## src/rtl/pipe_ctrl_pkg.sv

```systemverilog
// pipe_ctrl_pkg: shared types and constants for the pipeline stall/flush scheduler.
//   stall_t       per-stage hold vector: bit0 PC, 1 IF, 2 ID, 3 EX, 4 MEM, 5 WB
//   STALL_*       canned stall patterns for each stall source
//   div_state_e   divider sequencer states
//   *_DEFAULT     default parameter values for pipe_ctrl
package pipe_ctrl_pkg;

  typedef logic [5:0] stall_t;

  localparam stall_t STALL_NONE    = 6'b000000;
  localparam stall_t STALL_LOADUSE = 6'b000111;  // PC/IF/ID hold, bubble into EX
  localparam stall_t STALL_DIV     = 6'b001111;  // EX holds the divide as well
  localparam stall_t STALL_MEM     = 6'b011111;  // everything up to MEM holds, bubble into WB

  typedef enum logic [1:0] {
    DIV_IDLE = 2'd0,
    DIV_BUSY = 2'd1,
    DIV_DONE = 2'd2
  } div_state_e;

  localparam logic [31:0] EXC_ENTRY_DEFAULT  = 32'hBFC0_0380;
  localparam int          DIV_CYCLES_DEFAULT = 33;

endpackage

```

## src/rtl/pipe_ctrl_div_seq.sv

```systemverilog
// div_seq: occupancy sequencer for the multi-cycle divider sitting in EX.
//
// state    | meaning
// ---------+---------------------------------------------------------------
// DIV_IDLE | no divide in flight; a start requests a stall combinationally
// DIV_BUSY | divider running; counter walks down to the terminal count
// DIV_DONE | result valid for one cycle (longer while hold is high)
//
// Ports:
//   clk, rst   clock and synchronous active-high reset
//   start      EX holds a DIV/DIVU (ignored outside IDLE)
//   abort      flush: return to IDLE next cycle, suppress done
//   hold       keep DONE asserted (memory stall in progress)
//   busy       FSM is in BUSY
//   done       result-valid pulse
//   stall_req  divide stall request toward the priority mux
module div_seq
  import pipe_ctrl_pkg::*;
#(
  parameter int DIV_CYCLES = DIV_CYCLES_DEFAULT
) (
  input  logic clk,
  input  logic rst,
  input  logic start,
  input  logic abort,
  input  logic hold,
  output logic busy,
  output logic done,
  output logic stall_req
);

  // The start cycle is already a stall cycle, so BUSY lasts DIV_CYCLES-2 cycles.
  localparam int              CNT_W = (DIV_CYCLES > 2) ? $clog2(DIV_CYCLES - 1) : 1;
  localparam logic [CNT_W-1:0] LOAD  = CNT_W'(DIV_CYCLES - 2);

  div_state_e       r_state;
  div_state_e       w_state_nxt;
  logic [CNT_W-1:0] r_cnt;
  logic [CNT_W-1:0] w_cnt_nxt;
  logic [CNT_W-1:0] w_cnt_dec;

  assign w_cnt_dec = r_cnt - CNT_W'(1);

  always_ff @(posedge clk) begin
    if (rst) begin
      r_state <= DIV_IDLE;
      r_cnt   <= '0;
    end else begin
      r_state <= w_state_nxt;
      r_cnt   <= w_cnt_nxt;
    end
  end

  always_comb begin
    w_state_nxt = r_state;
    w_cnt_nxt   = r_cnt;
    busy        = 1'b0;
    done        = 1'b0;
    stall_req   = 1'b0;

    unique case (r_state)
      DIV_IDLE: begin
        if (start) begin
          stall_req = 1'b1;
          w_cnt_nxt = LOAD;
          // With DIV_CYCLES==2 the start cycle is the whole stall span.
          w_state_nxt = (LOAD == '0) ? DIV_DONE : DIV_BUSY;
        end
      end
      DIV_BUSY: begin
        busy      = 1'b1;
        stall_req = 1'b1;
        w_cnt_nxt = w_cnt_dec;
        if (w_cnt_dec == '0) begin
          w_state_nxt = DIV_DONE;
        end
      end
      DIV_DONE: begin
        done = 1'b1;
        if (!hold) begin
          w_state_nxt = DIV_IDLE;
        end
      end
      default: begin
        w_state_nxt = DIV_IDLE;
        w_cnt_nxt   = '0;
      end
    endcase

    // A flush kills the divide outright; its result must never be reported.
    if (abort) begin
      w_state_nxt = DIV_IDLE;
      w_cnt_nxt   = '0;
      done        = 1'b0;
    end
  end

endmodule

```

## src/rtl/pipe_ctrl.sv

```systemverilog
// pipe_ctrl: central stall/flush scheduler for the 5-stage pipeline.
// Merges load-use hazards, divider occupancy and MEM-stage exceptions/ERET
// into one stall vector, a flush pulse and a redirect PC.
//
// Ports:
//   clk, rst                  clock, synchronous active-high reset
//   id_reg1_read_i/id_rs_i    ID reads rs / its address
//   id_reg2_read_i/id_rt_i    ID reads rt / its address
//   ex_rmem_i, ex_wreg_i      EX is a load / writes the regfile
//   ex_wd_i                   EX destination register
//   ex_div_start_i            EX holds DIV/DIVU
//   mem_exception_i           exception taken in MEM
//   mem_is_eret_i             MEM holds ERET (redirect to EPC)
//   cp0_epc_i                 current EPC
//   mem_stall_req_i           data-memory wait (only with PIPE_CTRL_MEM_STALL_EN)
//   stall_o                   per-stage hold vector
//   flush_o, new_pc_o         flush pulse and redirect target
//   div_busy_o, div_done_o    divider status
//
// Build option: define PIPE_CTRL_MEM_STALL_EN to add the memory stall path.
module pipe_ctrl
  import pipe_ctrl_pkg::*;
#(
  parameter int          DIV_CYCLES = DIV_CYCLES_DEFAULT,
  parameter logic [31:0] EXC_ENTRY  = EXC_ENTRY_DEFAULT
) (
  input  logic        clk,
  input  logic        rst,
  input  logic        id_reg1_read_i,
  input  logic        id_reg2_read_i,
  input  logic [4:0]  id_rs_i,
  input  logic [4:0]  id_rt_i,
  input  logic        ex_rmem_i,
  input  logic        ex_wreg_i,
  input  logic [4:0]  ex_wd_i,
  input  logic        ex_div_start_i,
  input  logic        mem_exception_i,
  input  logic        mem_is_eret_i,
  input  logic [31:0] cp0_epc_i,
`ifdef PIPE_CTRL_MEM_STALL_EN
  input  logic        mem_stall_req_i,
`endif
  output stall_t      stall_o,
  output logic        flush_o,
  output logic [31:0] new_pc_o,
  output logic        div_busy_o,
  output logic        div_done_o
);

  logic w_flush;
  logic w_mem_stall;
  logic w_load_use;
  logic w_div_busy;
  logic w_div_done;
  logic w_div_stall;

  assign w_flush = mem_exception_i | mem_is_eret_i;

`ifdef PIPE_CTRL_MEM_STALL_EN
  assign w_mem_stall = mem_stall_req_i;
`else
  assign w_mem_stall = 1'b0;
`endif

  // $0 is hardwired to zero, so a load targeting it can never create a hazard.
  assign w_load_use = ex_rmem_i & ex_wreg_i & (ex_wd_i != 5'd0) &
                      ((id_reg1_read_i & (id_rs_i == ex_wd_i)) |
                       (id_reg2_read_i & (id_rt_i == ex_wd_i)));

  div_seq #(
    .DIV_CYCLES (DIV_CYCLES)
  ) u_div_seq (
    .clk       (clk),
    .rst       (rst),
    .start     (ex_div_start_i),
    .abort     (w_flush),
    .hold      (w_mem_stall),
    .busy      (w_div_busy),
    .done      (w_div_done),
    .stall_req (w_div_stall)
  );

  always_comb begin
    stall_o    = STALL_NONE;
    flush_o    = 1'b0;
    new_pc_o   = 32'h0;
    div_busy_o = 1'b0;
    div_done_o = 1'b0;

    // Outputs stay quiet while reset is asserted, whatever the inputs do.
    if (!rst) begin
      div_busy_o = w_div_busy;
      div_done_o = w_div_done;
      if (w_flush) begin
        flush_o  = 1'b1;
        new_pc_o = mem_is_eret_i ? cp0_epc_i : EXC_ENTRY;
      end else if (w_mem_stall) begin
        stall_o = STALL_MEM;
      end else if (w_div_stall) begin
        stall_o = STALL_DIV;
      end else if (w_load_use) begin
        stall_o = STALL_LOADUSE;
      end
    end
  end

endmodule

```

## config.mk

```make
export PLATFORM = sky130hd
export DESIGN_NAME = pipe_ctrl
export DESIGN_NICKNAME = d
export VERILOG_FILES = /design/src/rtl/pipe_ctrl_pkg.sv /design/src/rtl/pipe_ctrl_div_seq.sv /design/src/rtl/pipe_ctrl.sv
export SDC_FILE = /design/constraint.sdc
export NUM_CORES = 1
export LEC_CHECK = 0
export CORE_ASPECT_RATIO = 0.5
export CORE_MARGIN = 2
export CORE_UTILIZATION = 28
export CTS_BUF_LIST = sky130_fd_sc_hd__clkbuf_8
export DETAILED_ROUTE_END_ITERATION = 16
export HOLD_SLACK_MARGIN = 0.1
export MAX_ROUTING_LAYER = met4
export PLACE_DENSITY = 0.89
export SYNTH_ARGS = -nofsm -noshare
export SYNTH_HDL_FRONTEND = slang
export SYNTH_SLANG_ARGS = --single-unit
```

## constraint.sdc

```tcl
create_clock -name clk -period 1.64 [get_ports clk]
set_input_delay 0.328 -clock clk [delete_from_list [all_inputs] [get_ports clk]]
set_output_delay 0.328 -clock clk [all_outputs]
set_load 0.005 [all_outputs]
```

==> impl_metrics.xml, run 1 <==
<?xml version="1.0" encoding="UTF-8"?>
<metrics>
  <group name="status">
    <metric name="outcome" unit="">finished with violations</metric>
    <metric name="violations_in_the_final_reports" unit="">negative setup slack</metric>
  </group>
  <group name="yosys">
    <metric name="post_synth_inst_count" unit="">127</metric>
    <metric name="synth_seq_cells" unit="">7</metric>
    <metric name="fraction_of_post_synthesis_cell_area_in_the_top_cell_type_by_area" unit="%">16.7</metric>
    <metric name="number_of_library_cell_types_mapped_by_synthesis" unit="">33</metric>
    <metric name="syn_area_per_cell" unit="um2">6.61</metric>
    <metric name="ys_seq_area_share" unit="%">16.7</metric>
    <metric name="yosysWarnings" unit="">0</metric>
    <metric name="synth_area" unit="um2">840</metric>
    <metric name="post-synth-top-area-cell" unit="">sky130_fd_sc_hd__dfxtp_1</metric>
    <metric name="synth.top_cells.by_area" unit="">sky130_fd_sc_hd__dfxtp_1 (17%), sky130_fd_sc_hd__and2_1 (15%), sky130_fd_sc_hd__a21oi_1 (11%), sky130_fd_sc_hd__xor2_1 (9.4%), sky130_fd_sc_hd__inv_1 (7.2%)</metric>
  </group>
  <group name="run">
    <metric name="maxCapViolCount" unit="">0</metric>
  </group>
  <group name="floorplanning">
    <metric name="floorplan.initialDensity" unit="%">30.9</metric>
    <metric name="core_area" unit="um2">2720</metric>
    <metric name="chipHeight" unit="um">42.7</metric>
    <metric name="num_rows" unit="">13</metric>
    <metric name="design.portCount" unit="">97</metric>
    <metric name="design.die.area" unit="um2">3480</metric>
    <metric name="fp.dieW" unit="um">81.4</metric>
  </group>
  <group name="placed_design">
    <metric name="dp.cells" unit="">260</metric>
    <metric name="dp_hpwl" unit="um">3010</metric>
    <metric name="port_buffers" unit="">94</metric>
    <metric name="routabilityCongestion" unit="">0.813</metric>
  </group>
  <group name="grt">
    <metric name="first_global_vias" unit="">1449</metric>
    <metric name="initial_antenna_violation_count" unit="">0</metric>
    <metric name="track_usage" unit="%">27.7</metric>
    <metric name="grt_util_met2" unit="%">51.3</metric>
    <metric name="grt.busiest_layer" unit="">met2</metric>
    <metric name="grt_max_degree" unit="">13</metric>
    <metric name="groute.layer.met3.usage" unit="%">6.17</metric>
    <metric name="globalRouteMet1Util" unit="%">27.7</metric>
    <metric name="final_global_route_overflow_total" unit="">0</metric>
    <metric name="grt_first_pass_wirelength" unit="um">7100</metric>
  </group>
  <group name="worst_setup_path">
    <metric name="cp.required" unit="ns">1.31</metric>
    <metric name="setup.worst_path.class" unit="">in2out</metric>
    <metric name="rrSetupSlack" unit="ns">0.21</metric>
    <metric name="cp_data_arrival_time" unit="ns">1.38</metric>
    <metric name="worst_r2r_path_depth" unit="">6</metric>
    <metric name="crit_fanout" unit="">3</metric>
    <metric name="cp-end-kind" unit="">primary output</metric>
    <metric name="critical_path.reg2reg.endpoint" unit="">u_div_seq.r_state[0]</metric>
    <metric name="crit_path_start_kind" unit="">primary input</metric>
    <metric name="worst_r2r_start" unit="">u_div_seq.r_cnt[0]</metric>
  </group>
  <group name="pwr">
    <metric name="worst_ir_drop_vdd" unit="mV">0.439</metric>
    <metric name="pwr_dens" unit="nW/um2">416</metric>
    <metric name="p_leak" unit="nW">0.976</metric>
    <metric name="post_layout_power" unit="mW">0.822</metric>
  </group>
  <group name="cts">
    <metric name="clock_latency_late_sink" unit="ns">0.23</metric>
    <metric name="clock-sinks" unit="">7</metric>
    <metric name="cts.hold.buffers_added" unit="">0</metric>
    <metric name="tritoncts" unit="">done</metric>
    <metric name="numCtsBuffers" unit="">3</metric>
    <metric name="clock-root-buffer" unit="">sky130_fd_sc_hd__clkbuf_8</metric>
    <metric name="clkSlewWorstSetupHoldPaths" unit="ns">0.04</metric>
    <metric name="clock_buffer_depth" unit="">2</metric>
    <metric name="h-tree-depth" unit="">1</metric>
  </group>
  <group name="final_layout">
    <metric name="nNetsFinal" unit="">297</metric>
    <metric name="post_synthesis_to_final_layout_area_growth" unit="%">135</metric>
    <metric name="footprint_of_the_multi_input_gates" unit="um2">687</metric>
    <metric name="drive_gt1_share" unit="%">34.0</metric>
    <metric name="instances_no_fill" unit="">275</metric>
    <metric name="diodes" unit="">0</metric>
    <metric name="final-seq-area" unit="um2">141</metric>
    <metric name="layout.filler_cells" unit="">181</metric>
  </group>
  <group name="timing">
    <metric name="clock.fmax" unit="MHz">584</metric>
    <metric name="timing.final.ws_setup" unit="ns">-0.0722</metric>
    <metric name="period_needed" unit="ns">1.71</metric>
    <metric name="rsz0062_at_grt" unit="">yes</metric>
    <metric name="post-route-period-util" unit="%">104</metric>
    <metric name="finClkSkew" unit="ns">0.00607</metric>
    <metric name="final-setup-viol-count" unit="">3</metric>
    <metric name="finalHoldViolations" unit="">0</metric>
    <metric name="drv_slew" unit="">0</metric>
  </group>
  <group name="drt">
    <metric name="avgRoutedWirePerCell" unit="um">16.7</metric>
    <metric name="antenna_left" unit="">0</metric>
    <metric name="via_count" unit="">1348</metric>
    <metric name="detail_route.vias_per_cell" unit="">4.90</metric>
    <metric name="iteration_count_of_the_initial_detailed_routing_pass" unit="">4</metric>
    <metric name="route.final.wire_length" unit="um">4600</metric>
    <metric name="detail_route.iter0.violations" unit="">125</metric>
    <metric name="drc_violations_left" unit="">0</metric>
  </group>
  <group name="hold_path">
    <metric name="hold_path.class" unit="">reg2reg</metric>
    <metric name="hp-start" unit="">u_div_seq.r_cnt[4]</metric>
    <metric name="worstHoldEndpoint" unit="">u_div_seq.r_cnt[4]</metric>
    <metric name="worstHoldPathCells" unit="">2</metric>
  </group>
</metrics>
-- state kept, by name, indices dropped and copies added (netlist names) --
signal	flops
u_div_seq.r_cnt	5
u_div_seq.r_state	2
-- how the worst max path moves through the flow --
stage	start	end	slack [ns]	cells after the start
detailed placement	ex_wd_i[1]	stall_o[2]	-0.81	6
global route	rst	stall_o[0]	-0.10	7
floorplan	rst	stall_o[1]	0.04	6
global placement	ex_wd_i[3]	stall_o[0]	-0.77	6
finish	ex_wd_i[4]	stall_o[2]	-0.07	5
CTS	id_rs_i[1]	stall_o[2]	-0.07	6
-- cells in the mapped netlist (all sizes together) --
| cell | instances |
|---|---|
| o22ai | 1 |
| and2 | 21 |
| nand2 | 4 |
| ha | 2 |
| o21ai | 4 |
| dfxtp | 7 |
| or4 | 1 |
| nand3b | 3 |
| or3 | 1 |
| buf | 7 |
| and3 | 1 |
| clkbuf | 4 |
| nand2b | 2 |
| a32oi | 1 |
| nor3 | 2 |
| or2 | 2 |
| nor2b | 1 |
| xor2 | 9 |
| nor4 | 2 |
| conb | 1 |
| inv | 16 |
| xnor2 | 3 |
| a21oi | 19 |
| a21o | 1 |
| a31oi | 1 |
| nor3b | 2 |
| o21bai | 1 |
| nor2 | 8 |
-- routing by layer --
layer	routed length [um]	part of all wire (%)
met1	1630	35
met2	2560	56
met3	209	4.5
met4	193	4.2
met5	0	0
-- critical path, cell delays in order --
cell and delay [ns]:
sky130_fd_sc_hd__clkdlybuf4s15_2 0.21, sky130_fd_sc_hd__or4_4 0.44, sky130_fd_sc_hd__o21ai_4 0.18, sky130_fd_sc_hd__o22ai_4 0.08, sky130_fd_sc_hd__buf_2 0.14
-- cells in the final DEF (no fill, tap or decap), types with 2 or more instances in the layout --
cell,count
sky130_fd_sc_hd__dlygate4sd2_1,16
sky130_fd_sc_hd__buf_4,15
sky130_fd_sc_hd__clkbuf_8,3
sky130_fd_sc_hd__inv_1,17
sky130_fd_sc_hd__and2_1,19
sky130_fd_sc_hd__nand2b_1,2
sky130_fd_sc_hd__and2_4,2
sky130_fd_sc_hd__buf_2,22
sky130_fd_sc_hd__nor2_1,6
sky130_fd_sc_hd__nor4_2,2
sky130_fd_sc_hd__xor2_1,9
sky130_fd_sc_hd__a21oi_1,17
sky130_fd_sc_hd__clkbuf_2,6
sky130_fd_sc_hd__xnor2_1,3
sky130_fd_sc_hd__dfxtp_1,6
sky130_fd_sc_hd__ha_1,2
sky130_fd_sc_hd__clkdlybuf4s50_1,36
sky130_fd_sc_hd__clkdlybuf4s15_1,7
sky130_fd_sc_hd__conb_1,2
sky130_fd_sc_hd__buf_6,13
sky130_fd_sc_hd__nand2_1,3
sky130_fd_sc_hd__nand3b_1,3
sky130_fd_sc_hd__o21ai_0,2
-- cell families after synthesis --
| logic type | count (synthesis) | share of synthesized area (%) |
|---|---|---|
| XOR/XNOR | 12 | 12.5 |
| AO/OA/AOI/OAI | 28 | 18.0 |
| flip-flops | 7 | 16.7 |
| AND/OR/NAND/NOR | 50 | 34.3 |
| buffers and inverters | 27 | 15.1 |
| other | 1 | 0.447 |
| adder cells (fa/ha/maj) | 2 | 2.98 |
-- through the flow --
step                TNS, ns  util [%]  hold slack [ns]  instance area, um2  worst slack (ns)
floorplan                 0         -            0.437                 850            0.0424
global placement     -25.99      68.5            0.448                1860            -0.774
detailed placement   -27.75      68.5            0.453                1860            -0.813
CTS                  -0.208      72.1            0.461                1960           -0.0726
global route         -0.309      72.7            0.483                1980            -0.104
finish               -0.208      72.7            0.469                1980           -0.0722
-- power by group --
part / leakage (nW) / total (mW) / internal (mW) / switching [mW]
Clock: 0.0269 / 0.249 / 0.163 / 0.0865
Sequential: 0.0574 / 0.182 / 0.176 / 0.00572
Combinational: 0.892 / 0.391 / 0.236 / 0.156
-- area by class of cell --
type / count / area share [%]
inverters: 16 / 3.04
clock buffers: 3 / 2.09
flip-flops and latches: 7 / 7.16
clock inverters: 1 / 0.190
repair buffers: 117 / 50.4
well taps: 37 / 2.34
multi-input cells: 94 / 34.8
-- repair_timing --
| action | CTS | global route |
|---|---|---|
| endpoints found under the hold margin | 0 | 0 |
| resized for setup | 180 | 28 |
| pin swaps | 14 | 8 |
| cloned | 3 | 0 |
| endpoints found under the setup margin | 39 | 17 |
| setup buffers | 8 | 0 |
No activity file was read; power rests on OpenSTA's default activity.
==> run 2, diff against run 1 <==
--- a/config.mk
+++ b/config.mk
@@ -5,10 +5,12 @@
 export SDC_FILE = /design/constraint.sdc
 export NUM_CORES = 1
 export LEC_CHECK = 0
+export CAP_MARGIN = 20
 export CORE_ASPECT_RATIO = 0.5
 export CORE_MARGIN = 2
 export CORE_UTILIZATION = 28
 export CTS_BUF_LIST = sky130_fd_sc_hd__clkbuf_8
+export CTS_CLUSTER_DIAMETER = 30
 export DETAILED_ROUTE_END_ITERATION = 16
 export HOLD_SLACK_MARGIN = 0.1
 export MAX_ROUTING_LAYER = met4
==> results of run 2 <==
Final layout, timing and power as in run 1 (identical DEF).
